**src/rtl/alu_pkg.sv**
```systemverilog
// -----------------------------------------------------------------------------
// alu_pkg
//   Shared definitions for the SCCPU integer ALU:
//     - operation-select width and encodings (ALU_NOP .. ALU_SLTU, ALU_RSV)
//     - default datapath width
//     - small decode helpers used by the top level
// -----------------------------------------------------------------------------
package alu_pkg;

  // Default operand/result width. All arithmetic is modulo 2**ALU_WIDTH.
  localparam int ALU_WIDTH = 32;

  // Width of the ALUOp select field.
  localparam int ALU_OP_W = 3;

  // Operation encodings.
  localparam logic [ALU_OP_W-1:0] ALU_NOP  = 3'b000; // C = A
  localparam logic [ALU_OP_W-1:0] ALU_ADD  = 3'b001; // C = A + B
  localparam logic [ALU_OP_W-1:0] ALU_SUB  = 3'b010; // C = A - B
  localparam logic [ALU_OP_W-1:0] ALU_AND  = 3'b011; // C = A & B
  localparam logic [ALU_OP_W-1:0] ALU_OR   = 3'b100; // C = A | B
  localparam logic [ALU_OP_W-1:0] ALU_SLT  = 3'b101; // signed   A < B
  localparam logic [ALU_OP_W-1:0] ALU_SLTU = 3'b110; // unsigned A < B
  localparam logic [ALU_OP_W-1:0] ALU_RSV  = 3'b111; // reserved, C = 0

  // The shared adder runs in subtract mode for SUB and for both compares;
  // only ADD needs a true addition.
  function automatic logic op_uses_sub(input logic [ALU_OP_W-1:0] op);
    return (op == ALU_SUB) || (op == ALU_SLT) || (op == ALU_SLTU);
  endfunction

  // ADD and SUB are the only ops that expose the adder's Carry/Overflow.
  function automatic logic op_is_arith(input logic [ALU_OP_W-1:0] op);
    return (op == ALU_ADD) || (op == ALU_SUB);
  endfunction

endpackage : alu_pkg

```
**src/rtl/alu_addsub.sv**
```systemverilog
// -----------------------------------------------------------------------------
// alu_addsub
//   WIDTH-bit adder/subtractor shared by ADD, SUB, SLT and SLTU.
//   Subtraction is A + ~B + 1 (B inverted, carry-in = sub).
//
// Ports
//   a        in  WIDTH  first operand
//   b        in  WIDTH  second operand
//   sub      in  1      0: a + b, 1: a - b
//   sum      out WIDTH  result modulo 2**WIDTH
//   carry    out 1      carry-out; in subtract mode this is not-borrow (a >= b)
//   overflow out 1      two's-complement signed overflow of the operation
// -----------------------------------------------------------------------------
module alu_addsub #(
  parameter int WIDTH = 32
) (
  input  logic [WIDTH-1:0] a,
  input  logic [WIDTH-1:0] b,
  input  logic             sub,
  output logic [WIDTH-1:0] sum,
  output logic             carry,
  output logic             overflow
);

  logic [WIDTH-1:0] b_eff;
  logic [WIDTH:0]   full;

  assign b_eff = sub ? ~b : b;

  // One extra bit of headroom captures the carry-out directly.
  assign full  = {1'b0, a} + {1'b0, b_eff} + {{WIDTH{1'b0}}, sub};

  assign sum   = full[WIDTH-1:0];
  assign carry = full[WIDTH];

  // Signed overflow: both addends share a sign and the sum's sign differs.
  // Using b_eff makes this cover subtraction too (A + ~B + 1).
  assign overflow = (a[WIDTH-1] == b_eff[WIDTH-1]) &&
                    (sum[WIDTH-1] != a[WIDTH-1]);

endmodule : alu_addsub

```
**src/rtl/alu.sv**
```systemverilog
// -----------------------------------------------------------------------------
// alu
//   32-bit integer ALU for the single-cycle CPU datapath. The result C and
//   the flags are combinational so the datapath can use them in the same
//   cycle; a registered copy of C/Zero plus a valid strobe is provided for
//   pipelined or debug consumers.
//
// Ports
//   clk      in  1      rising edge updates C_q, Zero_q, valid_q
//   rstn     in  1      asynchronous active-low reset of the registered copy
//   A        in  WIDTH  operand A (rs1)
//   B        in  WIDTH  operand B (rs2 or immediate)
//   ALUOp    in  3      operation select (see alu_pkg)
//   C        out WIDTH  combinational result
//   Zero     out 1      combinational, C == 0
//   Overflow out 1      combinational signed overflow, ADD/SUB only
//   Carry    out 1      combinational carry (ADD) / not-borrow (SUB)
//   C_q      out WIDTH  registered C
//   Zero_q   out 1      registered Zero
//   valid_q  out 1      1 from the first rising edge after reset release
// -----------------------------------------------------------------------------
module alu
  import alu_pkg::*;
#(
  parameter int WIDTH = ALU_WIDTH
) (
  input  logic                clk,
  input  logic                rstn,
  input  logic [WIDTH-1:0]    A,
  input  logic [WIDTH-1:0]    B,
  input  logic [ALU_OP_W-1:0] ALUOp,
  output logic [WIDTH-1:0]    C,
  output logic                Zero,
  output logic                Overflow,
  output logic                Carry,
  output logic [WIDTH-1:0]    C_q,
  output logic                Zero_q,
  output logic                valid_q
);

  // ---------------------------------------------------------------------------
  // Shared adder
  // ---------------------------------------------------------------------------
  logic             sub;
  logic [WIDTH-1:0] sum;
  logic             as_carry;
  logic             as_ovf;
  logic             lt_signed;
  logic             lt_unsigned;

  assign sub = op_uses_sub(ALUOp);

  alu_addsub #(
    .WIDTH (WIDTH)
  ) u_addsub (
    .a        (A),
    .b        (B),
    .sub      (sub),
    .sum      (sum),
    .carry    (as_carry),
    .overflow (as_ovf)
  );

  // Signed less-than is the sign of A - B corrected by overflow, so it stays
  // right when the subtraction wraps (e.g. 0x7FFFFFFF vs 0x80000000).
  assign lt_signed   = sum[WIDTH-1] ^ as_ovf;
  // Unsigned less-than is a borrow, i.e. the inverted not-borrow carry.
  assign lt_unsigned = ~as_carry;

  // ---------------------------------------------------------------------------
  // Result mux and flags
  // ---------------------------------------------------------------------------
  always_comb begin
    // NOTE: every output gets a default before the case so no path leaves it
    // unassigned; that keeps this block purely combinational (no latches) and
    // gives the reserved op a defined all-zero result.
    C        = '0;
    Overflow = 1'b0;
    Carry    = 1'b0;
    case (ALUOp)
      ALU_NOP:  C = A;
      ALU_ADD,
      ALU_SUB:  C = sum;
      ALU_AND:  C = A & B;
      ALU_OR:   C = A | B;
      ALU_SLT:  C = {{(WIDTH-1){1'b0}}, lt_signed};
      ALU_SLTU: C = {{(WIDTH-1){1'b0}}, lt_unsigned};
      default:  C = '0;
    endcase
    if (op_is_arith(ALUOp)) begin
      Overflow = as_ovf;
      Carry    = as_carry;
    end
  end

  // Zero follows the final C for every op, including NOP and the compares.
  assign Zero = (C == '0);

  // ---------------------------------------------------------------------------
  // Registered copy
  // ---------------------------------------------------------------------------
  always_ff @(posedge clk or negedge rstn) begin
    if (!rstn) begin
      C_q     <= '0;
      Zero_q  <= 1'b0;
      valid_q <= 1'b0;
    end else begin
      // NOTE: non-blocking assignments here so every register samples the
      // pre-edge values; blocking ones would create order-dependent races.
      C_q     <= C;
      Zero_q  <= Zero;
      valid_q <= 1'b1;
    end
  end

endmodule : alu

```
**config.mk**
```make
export PLATFORM = sky130hd
export DESIGN_NAME = alu
export DESIGN_NICKNAME = d
export VERILOG_FILES = /design/src/rtl/alu_pkg.sv /design/src/rtl/alu_addsub.sv /design/src/rtl/alu.sv
export SDC_FILE = /design/constraint.sdc
export NUM_CORES = 1
export LEC_CHECK = 0
export BUFFER_PORTS_ARGS = -buffer_cell sky130_fd_sc_hd__clkbuf_2
export CAP_MARGIN = 10
export CORE_MARGIN = 8
export CORE_UTILIZATION = 51
export CTS_BUF_LIST = sky130_fd_sc_hd__clkbuf_16
export CTS_CLUSTER_DIAMETER = 60
export DETAILED_ROUTE_END_ITERATION = 16
export PLACE_DENSITY = 0.92
export SLEW_MARGIN = 0
export SYNTH_ARGS = -nofsm -noshare
export SYNTH_HDL_FRONTEND = slang
export SYNTH_SLANG_ARGS = --single-unit
```
**constraint.sdc**
```tcl
create_clock -name clk -period 10.84 [get_ports clk]
set_input_delay 2.71 -clock clk [delete_from_list [all_inputs] [get_ports clk]]
set_output_delay 2.71 -clock clk [all_outputs]
set_load 0.02 [all_outputs]
```
After elaboration in Yosys (flattened, before gate mapping)
Cells that the tools add are included.

storage, ports and cells
  input bits = 69
  register bits = 34
  word-level logic and storage cells = 29

cells by class
  equality and inequality tests = 8
  muxes and demuxes = 4
  $add $sub $neg = 2
  reduce and logical (&&, ||, !) cells = 7
  bitwise logic cells = 5

operator list
  operator                                                         count
  32-bit case mux with 6 select lines                              1
  32-bit by 32-bit adder with 33-bit output                        1
  33-bit by 1-bit adder with 33-bit output                         1
  32-bit AND                                                       1
  32-bit zero test                                                 1
  32-bit 2-to-1 mux                                                1
  32-bit inverter                                                  1
  32-bit bitwise OR                                                1
  3-bit == test, second input constant                             3
  3-bit by 2-bit == test with 1-bit output, second input constant  2
  3-bit by 1-bit == test with 1-bit output, second input constant  1
  3-bit zero test                                                  1
  1-bit logical OR                                                 3
  1-bit 2-to-1 mux                                                 2
  2-bit OR reduction                                               1
  1-bit == test                                                    1
  1-bit logical AND                                                1
  1-bit != test                                                    1
  1-bit inverter                                                   1
  1-bit bitwise XOR                                                1

Longest topological paths before layout
Gate-level depths: netlist (run 1).

  depth in word-level cells = 11
  mapped depth = 19

Hierarchy
From an unflattened synthesis (run 1), not the netlist that was laid out.

second synthesis, totals
  cell total of the unflattened synthesis = 589
  area total of the unflattened synthesis = 4440.5 um^2

by module, submodules not included
  module      seq. area each (um^2)  instances  area each (um^2)  cells each
  alu         850.8                  1          2265.9            280
  alu_addsub  0.0                    1          2174.6            309

Least setup slack after synthesis (run 1)
Ideal clock, no wire load.

  kind = input -> output
  from = in ALUOp[1]
  to = out Zero
  data arrival time = 7.450 ns
  setup slack = 0.680 ns
  path buffers = 3
  cell stages on the path = 18
  cells stage by stage = buf_2 nand2b_1 nand2b_1 clkbuf_1 buf_1 o21ai_0 fa_1 nand2b_1 a21oi_1 xnor2_1 o221ai_1 or4_1 or3_1 or4_1 or4_1 nor4_1 nand4b_1 nor4_2

between the ends
  elaborated cells between the ends (all ways) = 20
  those cells by class = add/sub: 2; eq/ne: 8; mux: 2; bitwise: 2; reduce/logical: 6

RTL lines
  element                                                                    line                      RTL
  from (decl)                                                                alu.sv:31                 input logic [ALU_OP_W-1:0] ALUOp,
  3-bit by 2-bit == test with 1-bit output or 3-bit == test (tied branches)  alu_pkg.sv:29, alu.sv:80
  1-bit logical OR (2 in series)                                             alu_pkg.sv:29             return (op == ALU_SUB) || (op == ALU_SLT) || (op == ALU_SLTU);
  32-bit 2-to-1 mux                                                          alu_addsub.sv:28          assign b_eff = sub ? ~b : b;
  32-bit by 32-bit adder with 33-bit output                                  alu_addsub.sv:31          assign full = {1'b0, a} + {1'b0, b_eff} + {{WIDTH{1'b0}}, sub};
  33-bit by 1-bit adder with 33-bit output                                   alu_addsub.sv:31
  32-bit case mux with 6 select lines (*)                                    alu.sv:80                 case (ALUOp)
  named net C[4]                                                             alu.sv:32                 output logic [WIDTH-1:0] C,
  32-bit zero test (*)                                                       alu.sv:97                 assign Zero = (C == '0);
  to (decl)                                                                  alu.sv:33                 output logic Zero,

Mark *: on every way through the listed nets, which the timed path passes. The rest lies on a longest branch.

Final worst setup path (run 1)
  from = in ALUOp[0]
  to = out Zero

between the ends
  word-level cells in the longest chain between the ends = 11
  elaborated cells between the ends (all ways) = 20
  those cells by class = add/sub: 2; eq/ne: 8; mux: 2; bitwise: 2; reduce/logical: 6

RTL lines
  element                                                                    line                      RTL
  3-bit by 2-bit == test with 1-bit output or 3-bit == test (tied branches)  alu_pkg.sv:29, alu.sv:80
  1-bit logical OR (2 in series)                                             alu_pkg.sv:29
  32-bit 2-to-1 mux                                                          alu_addsub.sv:28
  32-bit by 32-bit adder with 33-bit output                                  alu_addsub.sv:31
  33-bit by 1-bit adder with 33-bit output                                   alu_addsub.sv:31
  1-bit != test                                                              alu_addsub.sv:39          (sum[WIDTH-1] != a[WIDTH-1]);
  1-bit logical AND                                                          alu_addsub.sv:38          assign overflow = (a[WIDTH-1] == b_eff[WIDTH-1]) &&
  1-bit bitwise XOR                                                          alu.sv:66                 assign lt_signed = sum[WIDTH-1] ^ as_ovf;
  32-bit case mux with 6 select lines (*)                                    alu.sv:80
  32-bit zero test (*)                                                       alu.sv:97

Every way passes the cells marked *; elsewhere a longest branch is shown, timed or not.

==> results by group, run 1 <==
Outcome
  – Status: finished, final reports clean

Drt
  – Routed vias: about 4300
  – Highest routed layer: met4
  – First DRT Iteration DRCs: 351
  – Drt pass-1 iters: 5
  – WL met1: just over 5 mm
  – DR WL met2: 6.423 mm
  – DR WL met3: 1.143 mm
  – Final ANT Viol Nets: 0
  – WL final: around 13 mm
  – Routed vias/inst: 6.208
  – Residual DRC: 0
  – Routed len/inst: 18.68 µm

Synthesis
  – Cell type with the highest aggregate area in the netlist: dfrtp_1
  – Mapped Avg Cell Area: 7.999 µm²
  – Number of synthesized flops with an enable pin: 0
  – Yosys cell types: 62
  – Top-count cell post-synth: a21oi_1
  – Mapped Cells: 471
  – Top cells by area, synth: dfrtp_1 (23%), ha_1 (11%), xor2_1 (10%)
  – Post-synth top area share: 0.2258
  – Most common flop cell mapped by yosys: dfrtp_1
  – YS warnings: 0
  – Mapped Area: 0.003767 mm²
  – Post-synthesis async set-or-reset flop share: 1.000
  – Yosys reg bits: 34
  – Syn_nets: 575
  – Most instantiated cells after synthesis: a21oi_1 (62), xor2_1 (43), nand2_1 (35)
  – Sequential share of the synthesized area: 0.2258

Power and ir drop
  – Peak VDD IR: between 0.08 and 0.09 mV
  – Leakage: around 2.3 nW
  – PwrDens: between 100 and 150 mW/mm²
  – Total power: 0.6682 mW

Floorplanning
  – # rows: 31
  – Num ports: 138
  – Core Area: between 0.007 and 0.008 mm²
  – Die ar.: 0.01039 mm²
  – Chip height: 101.9 µm
  – Die X-Extent: 101.9 µm
  – Initial Util: 0.5222

Timing
  – Final Hold Violating Endpoints: 0
  – Slew Limit Fails: 0
  – Slew @ Worst Pin: 0.9337 ns
  – Final Setup Violations: 0
  – Fin crit share: 0.9678
  – Slew margin rel.: 0.3775
  – Min Tclk post-route: around 10 ns
  – Setup TNS Final: 0 ns
  – RSZ-0062 raised after global routing: false
  – Peak Freq: 95.32 MHz

Placement
  – Placer congestion estimate: ~0.94
  – HPWL after DPL: 10.20 mm
  – Cell Area, Placed: 0.004522 mm²
  – Port bufs: between 100 and 150

Global routing
  – First-pass GRT wire length: ~21 mm
  – GRT Util Overall: 0.2459
  – Gr ovfl total: 0
  – Initial antenna violation count: 0
  – Vias in the first global route: 4224
  – Largest net degree at the start of global routing: 49

Setup path
  – Critical Path Sink Type: output port
  – Crit path DAT: 7.78 ns
  – Startpoint types: primary input
  – Crit Path Class: primary input to output port
  – Max FO, Critical Path: 16
  – Req. time, crit path: ~8.1 ns

Job
  – MaxCap Viol Count: 0

Clock network
  – Root buf cell: clkbuf_16
  – TritonCTS Buffers: 5
  – CTS tree: done
  – H-tree Lvls: 2
  – CTS resizes: 0
  – Sink Count: 34
  – Post-CTS Repair Setup Buffers: 0
  – Hold Buf Count CTS: 0
  – Register clock-pin slew on the reported worst setup and hold paths: ~0.050 ns
  – Max clock buf depth: 2

Layout
  – Layout cell share with drive strength beyond 1: 0.2609
  – Antenna diode count: 0
  – Synth-to-layout area growth: 24.24%
  – Post-route cell area: 0.004681 mm²
  – Number of nets in the layout: 702

Worst hold path
  – HP Class: primary input to async pin
critical path, cell delays in order:
cell and delay [ns]:
clkbuf_2 0.24, and3b_1 0.29, nand2b_2 0.39, xor2_1 0.22, inv_1 0.08, fa_1 0.42
nand2b_1 0.17, a21oi_1 0.16, xnor2_1 0.13, o221ai_1 0.18, or4_1 0.56, or3_1 0.32
or4_1 0.42, or4_1 0.57, nor4_1 0.32, nand4b_1 0.17, nor4_2 0.19, clkbuf_2 0.22
worst paths after layout:
kind / from / end / slack (ns) / depth (start not counted)
min in group clk: A[12] / C_q[12] / 2.75 / 3
worst max-delay path: ALUOp[0] / Zero / 0.35 / 18
worst min-delay path: rstn / C_q[2] / 2.53 / 1
max in group asynchronous: rstn / C_q[23] / 7.77 / 1
power breakdown:
| part | switching [mW] | total (mW) | internal, mW |
|---|---|---|---|
| clock network | 0.0527 | 0.159 | 0.106 |
| logic | 0.227 | 0.360 | 0.133 |
| registers | 0.00461 | 0.149 | 0.145 |
final cells by class:
type | instances | area (µm²)
Multi-Input combinational cell | 408 | 2801
Tap cell | 99 | 123.9
Clock inverter | 2 | 33.78
Sequential cell | 34 | 850.8
Fill cell | 642 | 2534
Clock buffer | 5 | 125.1
Timing Repair Buffer | 141 | 715.7
Inverter | 8 | 30.03
through the flow:
step	std cells	hold WS [ns]	util	worst slack, ns
floorplan	471	2.414	-	0.6803
global placement	690	2.844	0.6268	0.5904
detailed placement	690	2.864	0.6268	0.4050
CTS	697	2.571	0.6488	0.4000
global route	697	2.608	0.6488	0.04926
finish	697	2.525	0.6488	0.3491
routing by layer:
metal / vias to the layer above / GRT usage
li1: 2023 / -
met1: 2046 / 0.2924
met2: 218 / 0.4150
met3: 40 / 0.04700
met4: 0 / 0.1208
met5: - / 0
cell families after synthesis:
group | share of synthesized area
compound gates | 0.2956
xor+xnor | 0.1372
fa+ha+maj | 0.1182
buf+inv | 0.03122
flops | 0.2258
mux | 0.002657
other cells | 0.0009954
simple gates | 0.1883
sequential cells by signal, summed over array words and instances (netlist names):
name and flops:
Zero_q 1, C_q 32, valid_q 1
cell usage in the layout, fill, tap and decap left out, drive strengths merged, types with 14 or more instances in the layout:
cell type	count
clkbuf	142
a21oi	62
xor2	43
nand2	35
dfrtp	34
ha	34
nor2	31
o21ai	28
nand3	23
xnor2	16
a21o	15
a31oi	14
Power figures use the tool's default switching activity.
==> run 2, diff against run 1 <==
clock period = 11.6 ns   (was 10.84 ns; I/O delays follow)
==> run 2 against run 1 <==
  * Wire length is 3.2% lower
  * First-iteration DRC count is 0.85% lower
  * Sequential power is 7% lower
  * Count of clock-buffer cells in the layout stayed put
  * Clock power is 7% lower
  * Total power is 6.9% lower
  * Core utilization is 0.10 points higher
  * Cell count is 0.14% higher
  * Largest power group unchanged
==> results by group, run 2 (synthesized netlist as in run 1, its figures left out) <==
Setup path
  – Crit Path Class: primary input to output port (unchanged)
  – Critical path's slowest cell: a221oi_1 (was or4_1)
  – Req. time, crit path: 8.70 ns (was 8.13 ns)
  – Startpoint types: primary input (unchanged)
  – Critical Path, Cell by Cell: clkbuf_2 -> and3b_1 -> nand2b_2 -> buf_4 -> xor2_1 -> ha_1 -> a21oi_1 -> o21ai_0 -> a221oi_1 -> nor4bb_1 -> a21boi_0 -> a31oi_1 -> xor2_1 -> o221ai_1 -> nor4_1 -> nand4b_1 -> nor4_2 -> clkbuf_2 (was clkbuf_2 -> and3b_1 -> nand2b_2 -> xor2_1 -> inv_1 -> fa_1 -> nand2b_1 -> a21oi_1 -> xnor2_1 -> o221ai_1 -> or4_1 -> or3_1 -> or4_1 -> or4_1 -> nor4_1 -> nand4b_1 -> nor4_2 -> clkbuf_2)
  – Critical Path Start: ALUOp[0] (unchanged)
  – CP Depth: 18 (unchanged)
  – Delay-heaviest family, CP: compound AO/OA/AOI/OAI gates (was simple AND/OR/NAND/NOR gates)
  – Crit path largest cell delay: 0.69 ns (was 0.57 ns)
  – Crit path DAT: 7.79 ns (was 7.78 ns)
  – Critical Path Sink Type: output port (unchanged)
  – Max FO, Critical Path: 16 (unchanged)
  – Worst Path Buf+Inv: 3 (unchanged)
  – Worst setup endpoint: Zero (unchanged)

Clock network
  – Sink Count: 34 (unchanged)
  – Hold Buf Count CTS: 0 (unchanged)
  – Root buf cell: clkbuf_16 (unchanged)
  – Max clock buf depth: 2 (unchanged)
  – TritonCTS Buffers: 5 (unchanged)
  – H-tree Lvls: 2 (unchanged)
  – Post-CTS Repair Setup Buffers: 0 (unchanged)
  – Register clock-pin slew on the reported worst setup and hold paths: 0.05 ns (about the same)
  – CTS resizes: 0 (unchanged)
  – CTS tree: done (unchanged)

Floorplanning
  – Initial Util: 0.5222 (unchanged)
  – Core Area: 0.007214 mm² (unchanged)
  – Die X-Extent: 101.9 µm (unchanged)
  – Num ports: 138 (unchanged)
  – # rows: 31 (unchanged)
  – Chip height: 101.9 µm (unchanged)
  – Die ar.: 0.01039 mm² (unchanged)

Layout
  – Antenna diode count: 0 (unchanged)
  – Register area: 850.8 µm² (unchanged)
  – Fill cells: 647 (was 642)
  – Top reg by flops: C_q (unchanged)
  – Commonest non-fill, non-tap cells in the layout: clkbuf_2 (137), a21oi_1 (62), xor2_1 (43) (unchanged)
  – Layout cell share with drive strength beyond 1: 0.2621 (was 0.2609)
  – Commonest non-fill, non-tap cell in the layout: clkbuf_2 (unchanged)
  – Top flop regs: C_q: 32 flops, Zero_q: 1 flops, valid_q: 1 flops (unchanged)
  – Max reg flops: 32 (unchanged)
  – Final std cells w/o fill: 698 (was 697)
  – Number of nets in the layout: 703 (was 702)
  – Synth-to-layout area growth: 24.44% (was 24.24%)
  – Area of the multi-input gates: 0.002801 mm² (unchanged)
  – Post-route cell area: 0.004688 mm² (was 0.004681 mm²)

Power and ir drop
  – Leakage: 2.345 nW (was 2.340 nW)
  – PwrDens: 132.7 mW/mm² (was 142.8 mW/mm²)
  – Peak VDD IR: 0.05639 mV (was 0.08622 mV)
  – Total power: 0.6222 mW (was 0.6682 mW)

Worst hold path
  – HP Class: primary input to async pin (unchanged)

Drt
  – First DRT Iteration DRCs: 348 (was 351)
  – Routed vias: 4283 (was 4327)
  – Routed vias/inst: 6.136 (was 6.208)
  – Final ANT Viol Nets: 0 (unchanged)
  – Residual DRC: 0 (unchanged)
  – Drt pass-1 iters: 6 (was 5)
  – Routed len/inst: 18.06 µm (was 18.68 µm)
  – WL final: 12.61 mm (was 13.02 mm)

Timing
  – Slew Limit Fails: 0 (unchanged)
  – Hold slack: 2.709 ns (was 2.525 ns)
  – Min Tclk post-route: 10.69 ns
  – Final Hold Violating Endpoints: 0 (unchanged)
  – Setup TNS Final: 0 ns (unchanged)
  – Peak Freq: about 94 MHz
  – Fin crit share: 0.9212
  – RSZ-0062 raised after global routing: false (unchanged)
  – Slew @ Worst Pin: 0.9618 ns (was 0.9337 ns)
  – Final Setup Violations: 0 (unchanged)
  – Slew margin rel.: 0.3588 (was 0.3775)

Global routing
  – Largest net degree at the start of global routing: 49 (unchanged)
  – Gr ovfl total: 0 (unchanged)
  – GRT Util Overall: 0.2339 (was 0.2459)
  – Vias in the first global route: 4126 (was 4224)
  – Initial antenna violation count: 0 (unchanged)
  – First-pass GRT wire length: 19.75 mm (was 20.67 mm)

Placement
  – Placer congestion estimate: 0.9085 (was 0.9367)
  – Inst Count DP: 691 (was 690)
  – Cell Area, Placed: 0.004529 mm² (was 0.004522 mm²)
  – Port bufs: 137 (unchanged)
  – HPWL after DPL: 9.992 mm (was 10.20 mm)

Outcome
  – Status: finished, final reports clean (unchanged)

Job
  – MaxCap Viol Count: 0 (unchanged)
run 2: changes by cell type in the layout (fill, tap and decap cells not counted):
cell / previous run / this run
buf_4: 4 / 5
run 2: worst min-delay path by stage:
| stage | slack [ns] | endpoint | cells after the start |
|---|---|---|---|
| 6_report | 2.71 | C_q[1] | 1 |
| 3_3_place_gp | 3.01 | C_q[2] | 1 |
| 2_1_floorplan | 2.60 | C_q[0] | 0 |
| 4_1_cts | 2.74 | C_q[2] | 1 |
| 5_1_grt | 2.80 | C_q[7] | 1 |
| 3_5_place_dp | 3.03 | C_q[2] | 1 |
run 2: metal layers:
| metal | vias up | track usage | wire length (µm) |
|---|---|---|---|
| met5 | - | 0 | 0 |
| met4 | 0 | 0.07788 | 284 |
| met3 | 29 | 0.03406 | 1058 |
| met2 | 191 | 0.4160 | 6220 |
| met1 | 2034 | 0.2805 | 5045 |
| li1 | 2029 | - | - |
run 2: layout make-up:
type                    instances  area share
clock inverters                 2    0.007206
flip-flops and latches         34      0.1815
well taps                      99     0.02642
multi-input cells             408      0.5975
repair buffers                142      0.1543
clock buffers                   5     0.02669
inverters                       8    0.006405
run 2: through the flow:
step,setup slack [ns],util
after detailed placement,0.9959,0.6278
after global routing,0.4748,0.6498
final,0.9138,0.6498
after global placement,1.152,0.6278
after floorplan,1.060,-
after CTS,0.9949,0.6498
run 2: power breakdown:
part / leakage [nW] / total (mW) / switching [mW] / internal [mW]
sequential: 0.433 / 0.139 / 0.00383 / 0.135
clock: 0.0773 / 0.148 / 0.0484 / 0.0993
combinational: 1.83 / 0.336 / 0.212 / 0.124
total: 2.35 / 0.622 / 0.264 / 0.358
==> run 3, diff against run 2 <==
BUFFER_PORTS_ARGS = default   (was -buffer_cell sky130_fd_sc_hd__clkbuf_2)
CELL_PAD_IN_SITES_DETAIL_PLACEMENT = 0   (was default)
CELL_PAD_IN_SITES_GLOBAL_PLACEMENT = 2   (was default)
CORE_UTILIZATION = 36   (was 51)
DONT_BUFFER_PORTS = 1   (was default)
PLACE_DENSITY = 0.91   (was 0.92)
==> run 3 against run 2 <==
  * Flip-flop and latch count unchanged
  * Total power shrank 12%
  * First-iteration DRC count is 28% lower
  * Wire length grew 3.1%
  * Global-route usage shrank 5.3 points
  * Clock power is 13% lower
  * Non-clock buffer count down 137
  * Sequential share of layout area rose by 3.0 points
  * Critical path type unchanged
  * Largest power group unchanged
==> results by group, run 3 (synthesized netlist as in run 1, its figures left out) <==
Global routing
  – Largest net degree at the start of global routing: 50 (was 49)
  – First-pass GRT wire length: 20.48 mm (was 19.75 mm)
  – Gr ovfl total: 0 (unchanged)
  – GRT Util Overall: 0.1804 (was 0.2339)
  – Vias in the first global route: 3522 (was 4126)
  – Initial antenna violation count: 0 (unchanged)

Power and ir drop
  – PwrDens: 136.6 mW/mm² (was 132.7 mW/mm²)
  – Peak VDD IR: 0.06530 mV (was 0.05639 mV)
  – Leakage: 1.755 nW (was 2.345 nW)
  – Total power: 0.5504 mW (was 0.6222 mW)

Timing
  – Final Hold Violating Endpoints: 0 (unchanged)
  – Peak Freq: 89.92 MHz (was 93.58 MHz)
  – Fin crit share: 0.9587 (was 0.9212)
  – Slew @ Worst Pin: 1.233 ns (was 0.9618 ns)
  – Min Tclk post-route: 11.12 ns (was 10.69 ns)
  – Final setup margin: 0.4795 ns (was 0.9138 ns)
  – Slew Limit Fails: 0 (unchanged)
  – Setup TNS Final: 0 ns (unchanged)
  – Final Setup Violations: 0 (unchanged)
  – RSZ-0062 raised after global routing: false (unchanged)
  – Slew margin rel.: 0.1694 (was 0.3588)

Setup path
  – Critical Path, Cell by Cell: and3b_1 -> nand2b_2 -> xor2_1 -> inv_1 -> fa_1 -> nand2b_1 -> a21oi_1 -> xnor2_1 -> o221ai_1 -> or4_1 -> or3_1 -> or4_1 -> or4_1 -> nor4_1 -> nand4b_1 -> nor4_2 (was clkbuf_2 -> and3b_1 -> nand2b_2 -> buf_4 -> xor2_1 -> ha_1 -> a21oi_1 -> o21ai_0 -> a221oi_1 -> nor4bb_1 -> a21boi_0 -> a31oi_1 -> xor2_1 -> o221ai_1 -> nor4_1 -> nand4b_1 -> nor4_2 -> clkbuf_2)
  – Crit Path Class: primary input to output port (unchanged)
  – Worst path most repeated cell: or4_1
  – Req. time, crit path: 8.70 ns (about the same)
  – Critical path's slowest cell: or4_1 (was a221oi_1)
  – Crit path DAT: 8.22 ns (was 7.79 ns)
  – Crit path largest cell delay: 0.62 ns (was 0.69 ns)
  – Startpoint types: primary input (unchanged)
  – Critical Path Sink Type: output port (unchanged)
  – Max FO, Critical Path: 17 (was 16)

Layout
  – Commonest non-fill, non-tap cells in the layout: a21oi_1 (62), xor2_1 (43), nand2_1 (35) (was clkbuf_2 (137), a21oi_1 (62), xor2_1 (43))
  – Antenna diode count: 0 (unchanged)
  – Synth-to-layout area growth: 6.908% (was 24.44%)
  – Max reg flops: 32 (unchanged)
  – Top flop regs: C_q: 32 flops, Zero_q: 1 flops, valid_q: 1 flops (unchanged)
  – Area of the multi-input gates: 0.002801 mm² (unchanged)
  – Layout cell share with drive strength beyond 1: 0.04320 (was 0.2621)
  – Final core utilization: 0.3937 (was 0.6498)
  – Register area: 850.8 µm² (unchanged)
  – Fill cells: 1059 (was 647)
  – Top reg by flops: C_q (unchanged)
  – Commonest non-fill, non-tap cell in the layout: a21oi_1 (was clkbuf_2)
  – Number of nets in the layout: 566 (was 703)

Clock network
  – Hold Buf Count CTS: 0 (unchanged)
  – Post-CTS Repair Setup Buffers: 0 (unchanged)
  – H-tree Lvls: 2 (unchanged)
  – CTS tree: done (unchanged)
  – CTS resizes: 0 (unchanged)
  – Sink Count: 34 (unchanged)
  – Root buf cell: clkbuf_16 (unchanged)
  – TritonCTS Buffers: 5 (unchanged)
  – Register clock-pin slew on the reported worst setup and hold paths: 0.06 ns (was 0.05 ns)
  – Max clock buf depth: 2 (unchanged)

Placement
  – Port bufs: 0 (was 137)
  – Place WS: 0.5272 ns (was 0.9959 ns)
  – HPWL after DPL: 10.23 mm (was 9.992 mm)
  – Placer congestion estimate: 0.9115 (was 0.9085)

Floorplanning
  – Chip height: 118.3 µm (was 101.9 µm)
  – Core Area: 0.01023 mm² (was 0.007214 mm²)
  – Die ar.: 0.01399 mm² (was 0.01039 mm²)
  – Initial Util: 0.3682 (was 0.5222)
  – Num ports: 138 (unchanged)
  – # rows: 37 (was 31)
  – Die X-Extent: 118.3 µm (was 101.9 µm)

Drt
  – Residual DRC: 0 (unchanged)
  – Drt pass-1 iters: 5 (was 6)
  – Routed len/inst: 21.69 µm (was 18.06 µm)
  – Routed vias: 3620 (was 4283)
  – WL final: 12.99 mm (was 12.61 mm)
  – First DRT Iteration DRCs: 252 (was 348)
  – Routed vias/inst: 6.043 (was 6.136)
  – Final ANT Viol Nets: 0 (unchanged)

Job
  – MaxCap Viol Count: 0 (unchanged)

Outcome
  – Status: finished, final reports clean (unchanged)

Worst hold path
  – HP Class: primary input to async pin (unchanged)
## run 3: layout make-up
class | count | area share
Tap cell | 136 | 0.04225
Sequential cell | 34 | 0.2112
Multi-Input combinational cell | 408 | 0.6956
Timing Repair Buffer | 5 | 0.009320
Inverter | 8 | 0.007456
Clock buffer | 5 | 0.03107
Clock inverter | 3 | 0.003107
## run 3: metrics by stage
| step | hold slack (ns) | instances | area (µm²) |
|---|---|---|---|
| after global routing | 2.304 | 599 | 4028 |
| after global placement | 2.606 | 591 | 3890 |
| after detailed placement | 2.606 | 591 | 3890 |
| final | 2.311 | 599 | 4028 |
| after CTS | 2.307 | 599 | 4028 |
| after floorplan | 2.604 | 471 | 3767 |
## run 3: path summary, 6_finish.rpt
| kind | start | end | slack, ns | cells after the start |
|---|---|---|---|---|
| setup / recovery | ALUOp[1] | Zero | 0.48 | 16 |
| hold / removal | rstn | C_q[12] | 2.31 | 0 |
| max in group asynchronous | rstn | C_q[6] | 9.21 | 0 |
| min in group clk | B[8] | C_q[8] | 2.95 | 3 |
## run 3: where the power goes
group / switching, mW / leakage (nW) / internal (mW)
Sequential: 0.0290 / 0.433 / 0.136
Combinational: 0.162 / 1.25 / 0.0953
Clock: 0.0512 / 0.0724 / 0.0776
## run 3: critical path: cells and delay by family
kind / cells / cell delay (ns)
and+or+nand+nor: 10 / 3.85
AOI/OAI and AO/OA: 2 / 0.53
adders and majority gates: 1 / 0.44
xor gates and xnor gates: 2 / 0.40
buffers and inverters: 1 / 0.09
## run 3: per-layer routing
layer | up-vias | GRT usage | share of wire
li1 | 1752 | - | -
met3 | 11 | 0.06854 | 0.11
met4 | 0 | 0.04404 | 0.015
met1 | 1697 | 0.2218 | 0.42
met2 | 160 | 0.2913 | 0.46
met5 | - | 0 | 0
